File: config.mk
export PLATFORM = sky130hd
export DESIGN_NAME = uart_tx_arbiter
export DESIGN_NICKNAME = d
export VERILOG_FILES = /design/src/rtl/uart_pkg.sv /design/src/rtl/uart_tx_arbiter_rr_pick.sv /design/src/rtl/uart_tx_arbiter.sv
export SDC_FILE = /design/constraint.sdc
export NUM_CORES = 1
export LEC_CHECK = 0
export CORE_MARGIN = 1
export CORE_UTILIZATION = 41
export DETAILED_ROUTE_END_ITERATION = 8
export GPL_TIMING_DRIVEN = 0
export PLACE_DENSITY = 0.85
export SYNTH_ARGS = -nofsm -noshare
export SYNTH_HDL_FRONTEND = slang
export SYNTH_SLANG_ARGS = --single-unit
File: constraint.sdc
create_clock -name clk -period 3.7 [get_ports clk]
set_input_delay 0.555 -clock clk [delete_from_list [all_inputs] [get_ports clk]]
set_output_delay 0.555 -clock clk [all_outputs]
set_load 0.05 [all_outputs]
File: src/rtl/uart_pkg.sv
`default_nettype none
// ============================================================================
// Package  : uart_pkg
// Brief    : Shared state encoding, width defaults and the ID width helper
//            for the UART TX arbiter.
// Revision : 1.0
// ============================================================================
package uart_pkg;

    localparam int DATA_W_DEF = 8;

    typedef enum logic [1:0] {
        IDLE      = 2'b00,
        WAIT_DONE = 2'b01,
        GAP       = 2'b10
    } state_t;

    // A single requester index still needs one bit on the wire.
    function automatic int id_w(input int n);
        return (n <= 2) ? 1 : $clog2(n);
    endfunction

endpackage
`default_nettype wire

File: src/rtl/uart_tx_arbiter_rr_pick.sv
`default_nettype none
// ============================================================================
// Module   : rr_pick
// Brief    : Combinational round-robin selector; first asserted request at
//            or after rr_ptr, wrapping modulo NUM_REQ.
// Revision : 1.0
// ============================================================================
module rr_pick #(
    parameter int NUM_REQ = 4,
    parameter int ID_W    = 2
) (
    input  logic [NUM_REQ-1:0] req,
    input  logic [ID_W-1:0]    rr_ptr,
    output logic [ID_W-1:0]    winner,
    output logic               any_req
);

    always_comb begin
        int          idx;
        logic [ID_W-1:0] sel;
        idx     = 0;
        sel     = '0;
        winner  = '0;
        any_req = 1'b0;
        // Walk offsets from farthest to nearest so the nearest hit wins last.
        for (int off = NUM_REQ - 1; off >= 0; off--) begin
            idx = off + int'(rr_ptr);
            if (idx >= NUM_REQ) begin
                idx = idx - NUM_REQ;
            end
            sel = ID_W'(idx);
            if (req[sel]) begin
                winner  = sel;
                any_req = 1'b1;
            end
        end
    end

endmodule
`default_nettype wire

File: src/rtl/uart_tx_arbiter.sv
`default_nettype none
// ============================================================================
// Module   : uart_tx_arbiter
// Brief    : Round-robin sharing of one UART transmitter among NUM_REQ byte
//            sources. Packet lock is enabled by UART_ARB_PKT_LOCK_EN.
// Revision : 1.0
// ============================================================================
module uart_tx_arbiter
    import uart_pkg::*;
#(
    parameter int NUM_REQ    = 4,
    parameter int DATA_W     = DATA_W_DEF,
    parameter int GAP_CYCLES = 0
) (
    input  logic                      clk,
    input  logic                      reset,
    input  logic [NUM_REQ-1:0]        req,
    input  logic [NUM_REQ*DATA_W-1:0] req_data,
`ifdef UART_ARB_PKT_LOCK_EN
    input  logic [NUM_REQ-1:0]        req_last,
`endif
    output logic [NUM_REQ-1:0]        req_ack,
    input  logic                      tx_ready,
    input  logic                      tx_done,
    output logic                      tx_start,
    output logic [DATA_W-1:0]         tx_data,
    output logic [id_w(NUM_REQ)-1:0]  grant_id,
    output logic                      busy
);

    localparam int         ID_W     = id_w(NUM_REQ);
    localparam logic [7:0] GAP_LOAD = (GAP_CYCLES > 0) ? 8'(GAP_CYCLES - 1) : 8'd0;

    state_t              state;
    logic [ID_W-1:0]     rr_ptr;
    logic [7:0]          gap_cnt;
    logic [ID_W-1:0]     winner;
    logic [ID_W-1:0]     next_ptr;
    logic                any_req;
    logic [NUM_REQ-1:0]  pick_req;
    logic [NUM_REQ-1:0]  win_onehot;
    logic                pkt_end;
    logic [DATA_W-1:0]   req_bytes [NUM_REQ];

    for (genvar i = 0; i < NUM_REQ; i++) begin : g_unpack
        assign req_bytes[i] = req_data[i*DATA_W +: DATA_W];
    end

`ifdef UART_ARB_PKT_LOCK_EN
    logic            locked;
    logic [ID_W-1:0] lock_id;

    // While a packet is open only its owner is visible to the selector.
    assign pick_req = locked ? (req & (NUM_REQ'(1) << lock_id)) : req;
    assign pkt_end  = req_last[winner];
`else
    assign pick_req = req;
    assign pkt_end  = 1'b1;
`endif

    rr_pick #(
        .NUM_REQ (NUM_REQ),
        .ID_W    (ID_W)
    ) u_rr_pick (
        .req     (pick_req),
        .rr_ptr  (rr_ptr),
        .winner  (winner),
        .any_req (any_req)
    );

    assign win_onehot = NUM_REQ'(1) << winner;
    assign next_ptr   = (int'(winner) == NUM_REQ - 1) ? '0 : winner + 1'b1;

    always_ff @(posedge clk or negedge reset) begin
        if (!reset) begin
            state    <= IDLE;
            rr_ptr   <= '0;
            gap_cnt  <= '0;
            req_ack  <= '0;
            tx_start <= 1'b0;
            tx_data  <= '0;
            grant_id <= '0;
            busy     <= 1'b0;
`ifdef UART_ARB_PKT_LOCK_EN
            locked   <= 1'b0;
            lock_id  <= '0;
`endif
        end else begin
            tx_start <= 1'b0;
            req_ack  <= '0;
            case (state)
                IDLE: begin
                    if (tx_ready && any_req) begin
                        tx_data  <= req_bytes[winner];
                        tx_start <= 1'b1;
                        req_ack  <= win_onehot;
                        grant_id <= winner;
                        if (pkt_end) begin
                            rr_ptr <= next_ptr;
                        end
`ifdef UART_ARB_PKT_LOCK_EN
                        locked   <= !pkt_end;
                        lock_id  <= winner;
`endif
                        state    <= WAIT_DONE;
                        busy     <= 1'b1;
                    end
                end
                WAIT_DONE: begin
                    if (tx_done) begin
                        if (GAP_CYCLES == 0) begin
                            state <= IDLE;
                            busy  <= 1'b0;
                        end else begin
                            gap_cnt <= GAP_LOAD;
                            state   <= GAP;
                        end
                    end
                end
                GAP: begin
                    if (gap_cnt == 8'd0) begin
                        state <= IDLE;
                        busy  <= 1'b0;
                    end else begin
                        gap_cnt <= gap_cnt - 8'd1;
                    end
                end
                default: begin
                    state <= IDLE;
                    busy  <= 1'b0;
                end
            endcase
        end
    end

endmodule
`default_nettype wire

==> reports/metrics.cfg <==
[timing]
rsz0062_at_grt = no
slew_headroom = 0.473
fin_skew_ns = 0.00353
clock.fmax_mhz = 447
period_minus_slack_ns = 2.24
period_share = 0.604
hold_violations = 0
tightest_slew_ns = 0.788
tns_ns = 0
maxSlewViolCount = 0
setup_viol = 0
worst_slack_ns = 1.46

[route]
wire_per_inst_um = 14.8
dr.pass1.iters = 4
routed-via-count = 982
routed_wl_um = 2710
drt-initial-drc-count = 18
drcViolationCount = 0
via_per_inst = 5.37
ant_nets = 0

[synth]
synth-seq-cells = 18
synthCells = 96
yosys.area_share.adder = 0.0125
synth_fp_nets = 137
synth_compound_area_frac = 0.134
yosys_warnings = 0
synth_top_area_frac = 0.448
synthTopCellsByArea = dfrtp_1, mux2i_1, nor3_1
synth_mux_area_frac = 0.174
ys_seq_area_frac = 0.448
avgSynthCellArea_um2 = 10.5
synth_top_family_by_area = multiplexers
netlist_area_um2 = 1000
yosysTopAreaCell = dfrtp_1
synth.distinct_cells = 24
synth-simple-area-share = 0.147
synth_xor_area_frac = 0

[critical_path]
cp.buffers_inverters = 3
cp-start-kind = input port
crit_arrival_ns = 2.42
cp.required_ns = 3.88
critical_path_class = in2reg
crit_path_max_fanout = 10
slowest_stage = clkdlybuf4s50_1
crit_path_cell_trace = clkdlybuf4s50_1, or3b_1, o221ai_2, buf_6, buf_12, mux2i_1, nor3_1, a211o_1
endpoint_kind = register
crit_family = buffers and inverters
max_stage_delay_ns = 0.54

[global_routing]
grt_max_degree = 19
grt_usage = 0.207
grt_pass1_wl_um = 4070
grt_pass1_vias = 944
antenna_found_initial = 0
grt_overflow = 0

[place]
pre_cts_slack_ns = 1.14
place.gp.congestion = 0.714
dp_hpwl_um = 2050
port_buffers = 55

[die]
core_um2 = 2250
core.rowCount = 17
die_area_um2 = 2650
chipHeight_um = 51.5
initial_core_util = 0.446
die_x_um = 51.5
pin_count = 56

[clock_network]
htreeDepth = 1
cts_sinks = 18
cts_buffers = 3
cts_tree = yes
clock-root-buffer = clkbuf_4
cts_buffer_depth = 2
cts_setup_buffers = 0
clk_pin_slew_worst_paths_ns = 0.10
worstSkewPairLatency_ns = 0.29
cts-resized-gates = 0
hold_buffers = 0

[layout]
area_delta_synth_final_pct = 61.9
nNetsFinal = 197
drive_above_1_share = 0.0968
fin_util = 0.721
diodes = 0
layout_common_cells = clkdlybuf4s50_1, nor3_1, dfrtp_1, mux2i_1, a211o_1
mostFrequentLayoutCell = clkdlybuf4s50_1

[worst_hold_path]
min_path_type = reg2reg

[status]
status = finished clean

[pwr]
power.density_nw_per_um2 = 649
power_mw = 1.06
total_leakage_power_nw = 0.769
ir_worst_vdd_mv = 0.431

[run]
cap_violations = 0

==> cell usage after synthesis, drive strengths merged <==
cell type / number
nor2: 1
o21ai: 2
o22ai: 1
buf: 7
a21oi: 2
nand3: 1
inv: 6
mux2: 1
a211o: 8
and2: 1
o221ai: 1
dfrtp: 18
nand2: 7
a21boi: 2
nor3: 18
or4: 1
mux2i: 16
or3b: 1
ha: 1
a21o: 1
==> layout make-up <==
type,instances,area (um^2)
fill,194,628
timing repair buffer,55,551
multi-input combinational,65,470
sequential,18,450
buffer,7,61.3
clock buffer,4,36.3
tap,28,35.0
inverter,6,22.5
==> layer usage <==
| layer | global-route usage | share of wire | up-vias | routed length, um |
|---|---|---|---|---|
| li1 | - | - | 464 | - |
| met1 | 0.234 | 0.43 | 470 | 1150 |
| met2 | 0.394 | 0.49 | 46 | 1330 |
| met3 | 0.0439 | 0.073 | 2 | 198 |
| met4 | 0.0405 | 0.0063 | 0 | 17 |
| met5 | 0 | 0 | - | 0 |
==> cells by family (layout without fill, tap and decap cells) <==
kind of cell | count (synthesis) | in the layout
fa+ha+maj | 1 | 1
buf+inv | 13 | 72
flops | 18 | 18
simple gates | 30 | 30
compound gates | 17 | 17
mux | 17 | 17
==> stage by stage <==
| step | instance area (um^2) | hold slack [ns] | std cells |
|---|---|---|---|
| floorplan | 1000 | 0.259 | 96 |
| global placement | 1590 | 0.463 | 179 |
| detailed placement | 1590 | 0.476 | 179 |
| CTS | 1630 | 0.499 | 183 |
| global route | 1630 | 0.521 | 183 |
| finish | 1630 | 0.491 | 183 |
==> worst min-delay path, cell delays in order (launching register included) <==
cell and delay [ns]:
dfrtp_1 0.35, nand2_1 0.04, o21ai_0 0.06
==> path summary, 6_finish.rpt <==
| kind | end | slack (ns) | depth (start not counted) | from |
|---|---|---|---|---|
| max | tx_data[6] | 1.46 | 8 | req[0] |
| min reg2reg | grant_id[1] | 0.49 | 2 | grant_id[1] |
| min in group asynchronous | rr_ptr[0] | 0.71 | 1 | reset |
| max in group asynchronous | req_ack[1] | 2.50 | 1 | reset |
| min | grant_id[1] | 0.49 | 2 | grant_id[1] |
| max reg2reg | tx_data[6] | 1.76 | 7 | rr_ptr[1] |
==> registers in the layout, indices dropped and copies added, names as in the netlist <==
| register | flops |
|---|---|
| rr_ptr | 2 |
| req_ack | 4 |
| grant_id | 2 |
| tx_data | 8 |
| tx_start | 1 |
| busy | 1 |
==> power by group <==
group          internal, mW  leakage (nW)  total (mW)  switching, mW
Combinational         0.259         0.521       0.631          0.371
Clock                0.0600        0.0210       0.118         0.0581
Sequential            0.262         0.227       0.308         0.0455
Power figures use the tool's default switching activity.
